**config.mk**
```make
export PLATFORM = sky130hd
export DESIGN_NAME = regfile_write_arbiter
export DESIGN_NICKNAME = d
export VERILOG_FILES = /design/src/rtl/regfile_write_arbiter.sv
export SDC_FILE = /design/constraint.sdc
export NUM_CORES = 1
export LEC_CHECK = 0
export CAP_MARGIN = 20
export CELL_PAD_IN_SITES_DETAIL_PLACEMENT = 1
export CELL_PAD_IN_SITES_GLOBAL_PLACEMENT = 1
export CORE_UTILIZATION = 25
export DETAILED_ROUTE_END_ITERATION = 16
export PLACE_DENSITY = 0.81
export SYNTH_ARGS = -nofsm -noshare
export SYNTH_HDL_FRONTEND = slang
export SYNTH_SLANG_ARGS = --single-unit
```
**constraint.sdc**
```tcl
create_clock -name clock -period 1.4 [get_ports clock]
set_input_delay 0.28 -clock clock [delete_from_list [all_inputs] [get_ports clock]]
set_output_delay 0.28 -clock clock [all_outputs]
set_load 0.01 [all_outputs]
```
**src/rtl/regfile_write_arbiter.sv**
```systemverilog
// Register-file write-port arbiter: debug/ALU/load writers share one write port,
// with a registered output stage and a pending-write scoreboard for the decoder.
package regfile_write_arbiter_pkg;
    typedef enum logic [1:0] {REG_R0, REG_R1, REG_R2, REG_R3} register_sel_e;
    typedef enum logic {REG_NOP = 1'b0, REG_WRITE = 1'b1} registers_op_e;
endpackage

module regfile_write_arbiter
    import regfile_write_arbiter_pkg::*;
#(
    parameter int DATA_BUS_WIDTH   = 8,
    parameter int DBG_STARVE_LIMIT = 3
) (
    input  logic                      clock,
    input  logic                      reset,
    input  logic                      alu_valid,
    input  register_sel_e             alu_sel,
    input  logic [DATA_BUS_WIDTH-1:0] alu_data,
    output logic                      alu_ready,
    input  logic                      ld_valid,
    input  register_sel_e             ld_sel,
    input  logic [DATA_BUS_WIDTH-1:0] ld_data,
    output logic                      ld_ready,
    input  logic                      dbg_valid,
    input  register_sel_e             dbg_sel,
    input  logic [DATA_BUS_WIDTH-1:0] dbg_data,
    output logic                      dbg_ready,
    input  logic                      reserve_valid,
    input  register_sel_e             reserve_sel,
    output logic [3:0]                busy,
    output registers_op_e             rf_op,
    output register_sel_e             rf_sel,
    output logic [DATA_BUS_WIDTH-1:0] rf_data
);
    localparam logic [2:0] STARVE_LIMIT = 3'(DBG_STARVE_LIMIT);

    logic                      rr_ptr_q, rr_ptr_d;
    logic [2:0]                starve_q, starve_d;
    logic [3:0]                busy_q, busy_d;
    registers_op_e             rf_op_q, rf_op_d;
    register_sel_e             rf_sel_q, rf_sel_d;
    logic [DATA_BUS_WIDTH-1:0] rf_data_q, rf_data_d;

    logic normal_req, dbg_blocked;
    logic alu_grant, ld_grant, dbg_grant;

    // Grants depend only on valids, rr_ptr and the starvation counter.
    always_comb begin
        normal_req  = alu_valid | ld_valid;
        dbg_blocked = normal_req && (starve_q == STARVE_LIMIT);
        dbg_grant   = reset && dbg_valid && !dbg_blocked;
        alu_grant   = reset && !dbg_grant && alu_valid && (!ld_valid || !rr_ptr_q);
        ld_grant    = reset && !dbg_grant && ld_valid && (!alu_valid || rr_ptr_q);
    end

    assign alu_ready = alu_grant;
    assign ld_ready  = ld_grant;
    assign dbg_ready = dbg_grant;

    // NOTE: every signal gets a default at the top of always_comb so no path leaves it unassigned (no latch).
    always_comb begin
        rr_ptr_d  = rr_ptr_q;
        starve_d  = starve_q;
        busy_d    = busy_q;
        rf_op_d   = REG_NOP;
        rf_sel_d  = rf_sel_q;
        rf_data_d = rf_data_q;

        if (dbg_grant) begin
            rf_op_d   = REG_WRITE;
            rf_sel_d  = dbg_sel;
            rf_data_d = dbg_data;
        end else if (alu_grant) begin
            rf_op_d     = REG_WRITE;
            rf_sel_d    = alu_sel;
            rf_data_d   = alu_data;
            rr_ptr_d    = 1'b1;
            busy_d[alu_sel] = 1'b0;
        end else if (ld_grant) begin
            rf_op_d     = REG_WRITE;
            rf_sel_d    = ld_sel;
            rf_data_d   = ld_data;
            rr_ptr_d    = 1'b0;
            busy_d[ld_sel] = 1'b0;
        end

        if (alu_grant || ld_grant || !normal_req) begin
            starve_d = 3'd0;
        end else if (dbg_grant && starve_q != STARVE_LIMIT) begin
            starve_d = starve_q + 3'd1;
        end

        // Applied after the clear so a same-cycle reservation wins.
        if (reserve_valid) begin
            busy_d[reserve_sel] = 1'b1;
        end
    end

    // NOTE: sequential state uses non-blocking assignments so every flop samples pre-edge values.
    always_ff @(posedge clock) begin
        if (!reset) begin
            rr_ptr_q  <= 1'b0;
            starve_q  <= 3'd0;
            busy_q    <= 4'b0000;
            rf_op_q   <= REG_NOP;
            rf_sel_q  <= REG_R0;
            rf_data_q <= '0;
        end else begin
            rr_ptr_q  <= rr_ptr_d;
            starve_q  <= starve_d;
            busy_q    <= busy_d;
            rf_op_q   <= rf_op_d;
            rf_sel_q  <= rf_sel_d;
            rf_data_q <= rf_data_d;
        end
    end

    assign busy    = busy_q;
    assign rf_op   = rf_op_q;
    assign rf_sel  = rf_sel_q;
    assign rf_data = rf_data_q;
endmodule

```
==> qor.csv <==
metric,value,unit
Clock Tree Buf Depth,2,
CTS Sinks,19,
Lkg Pwr,0.000865,uW
Final Worst Setup Slack,-0.215,ns
CTS H-Tree Depth,1,
Reg-to-Reg End,rf_sel[1]$_SDFFE_PN0P_,
period utilisation layout,115,%
Vias per Instance,5.02,
Nets,229,
Num CTS Buffers,3,
DRC,0,
clock slew at reported path FFs,0.08,ns
number of synthesized flops with an enable pin,0,
leading cell types by total area after synthesis,"dfxtp_1, a221oi_2, mux2i_1",
Crit Path Class,reg -> out,
Worst R2R Start,starve_q[0]$_SDFFE_PP0P_,
Synth cell types,31,
clock root buffer,clkbuf_8,
GRT Resource Usage Total,19.5,%
area grow syn2layout,87.5,%
register area,384,um^2
crit path max fanout,4,
GR Overflow Total,0,
most area-hungry cell type in the Yosys netlist,dfxtp_1,
CP required,1.12,ns
core area,0.00406,mm^2
multi-input logic area,723,um^2
"Clk Latency, worst-skew pair",0.27,ns
worst vdd ir,0.000328,V
Mapped Nets,156,
Row Count,23,
clk_skew,0.00394,ns
Avg WL per Cell,17.2,um
Hold Path Cell Cnt,2,
Yosys warnings,0,
Pre-antenna DRT Iters,4,
"Seq/Total Area, Yosys",35.4,%
f_max,619,MHz
layout filler cell count,448,
CTS tree,built,
detailed router's first-iteration violation count,31,
Vias,1194,
initial antenna violation count,0,
unrepaired setup endpoints after global routing,yes,
"Setup violations, final",15,
worst hold path type,reg -> reg,
Post-Syn Area,0.00107,mm^2
gpl congestion,0.784,
die height,67.6,um
cells after synthesis,116,
largest net degree at the start of global routing,20,
final setup TNS,-2.14,ns
CP Data Arrival Time,1.34,ns
ratio of cells with drive above 1 in the final layout,30.9,%
"Top FF cell, synth",dfxtp_1,
Max Slew Vio Count,0,
first-pass GRT wire length,6340,um
CP startpoint kind,flop,
Tightest Pin Transition,0.323,ns
Finished Layout Cells,238,
hold_ws,0.484,ns
post-DP HPWL,2910,um
Rel. slew slack,78.2,%
min Tclk post-route,1.62,ns
IO Count,56,
Reg2Reg Setup Slack,-0.20,ns
dpl cells,231,
Initial Util,26.5,%
Routed WL,4090,um
Port Buffers,55,
"flops & latches, synth",19,
R2R depth,7,
die area,0.00457,mm^2
Fin. Hold Viols,0,
Avg Inst Size Synth,9.27,um^2
Setup crit start,starve_q[0]$_SDFFE_PP0P_,
Crit. End Element,primary output,
Synth top area share,35.4,%
Die Wd,67.6,um
vias in the first global route,1370,
status,finished with violations,
Post-synth ARST share,0,%
Power Density,729,mW/mm^2
failing checks,setup timing,
Ant. Diodes,0,
CP endpoint,alu_ready,
antenna-violating nets left,0,
max-cap viol count,0,
==> state kept, by name, indices dropped and copies added, names as in the netlist <==
name      count
rf_data       8
busy          4
starve_q      3
rf_sel        2
rf_op         1
rr_ptr_q      1
==> per-layer routing <==
layer | up-vias | wire length, um | track usage (%)
li1 | 565 | - | -
met1 | 565 | 1500 | 18.1
met2 | 55 | 2190 | 38.6
met3 | 9 | 317 | 5.24
met4 | 0 | 85 | 8.78
met5 | - | 0 | 0
==> metrics by stage <==
stage / utilization [%] / setup slack [ns] / total power, uW / instance area (um^2)
2_1_floorplan: - / -0.0418 / 783 / 1110
3_3_place_gp: 45.2 / -0.707 / 1030 / 1830
3_5_place_dp: 45.2 / -0.719 / 1050 / 1830
4_1_cts: 49.1 / -0.225 / 1470 / 1990
5_1_grt: 49.7 / -0.246 / 1540 / 2020
6_report: 49.7 / -0.215 / 1470 / 2020
==> cell usage after synthesis, drive strengths merged, types with 3 or more instances <==
cell type	count
inv	15
clkbuf	4
buf	3
nor2	5
nand2b	3
dfxtp	19
o21ai	10
nand2	7
mux2i	9
nor4	4
nor4b	3
a221oi	9
==> worst min path at each step <==
stage	start	endpoint
floorplan	reserve_sel[1]	busy[0]$_SDFF_PN0_
global placement	starve_q[0]$_SDFFE_PP0P_	starve_q[0]$_SDFFE_PP0P_
detailed placement	starve_q[0]$_SDFFE_PP0P_	starve_q[0]$_SDFFE_PP0P_
CTS	busy[2]$_SDFF_PN0_	busy[2]$_SDFF_PN0_
global route	busy[2]$_SDFF_PN0_	busy[2]$_SDFF_PN0_
finish	busy[2]$_SDFF_PN0_	busy[2]$_SDFF_PN0_
==> report_power, final <==
| part | internal [uW] | switching (uW) | total (uW) |
|---|---|---|---|
| logic | 270 | 198 | 468 |
| clock network | 199 | 200 | 398 |
| registers | 579 | 23.5 | 603 |
| total | 1050 | 421 | 1470 |
==> layout by cell type, fill, tap and decap left out, types with 3 or more instances in the layout <==
master           netlist  layout
clkbuf_8               0       3
inv_1                 15      15
mux2i_1                9       8
dfxtp_1               19      16
nor2_1                 5       4
o21ai_0               10       9
buf_6                  2       4
buf_4                  1      13
dfxtp_2                0       3
dlygate4sd2_1          0      18
a221oi_2               8       9
clkdlybuf4s50_1        0      34
buf_12                 0       3
nor4_4                 0       3
nand2_1                7       7
==> critical path: stages (launching register included) <==
cell and delay [ns]:
dfxtp_2 0.34, ha_4 0.16, ha_4 0.17, nand2b_4 0.14
and3_4 0.15, buf_6 0.11
==> timing repair <==
action / CTS / global route
gates resized for setup: 52 / 5
buffers inserted: 2 / 0
pin swaps: 6 / 5
hold buffers: 0 / 0
cloned: 1 / 0
endpoints found under the setup margin: 37 / 21
==> cell type report <==
cell class | count | area share, %
clock inverter | 1 | 0.248
tap | 50 | 3.10
sequential | 19 | 19.1
clock buffer | 3 | 2.05
inverter | 15 | 2.79
multi-input combinational | 75 | 35.9
timing repair buffer | 75 | 36.9
==> cell families after synthesis <==
family          share of synthesized area [%]
flops                                    35.4
mux                                      9.43
buf+inv                                  9.43
fa+ha+maj                                2.33
compound gates                           24.9
simple gates                             18.5
Power figures use the tool's default switching activity.
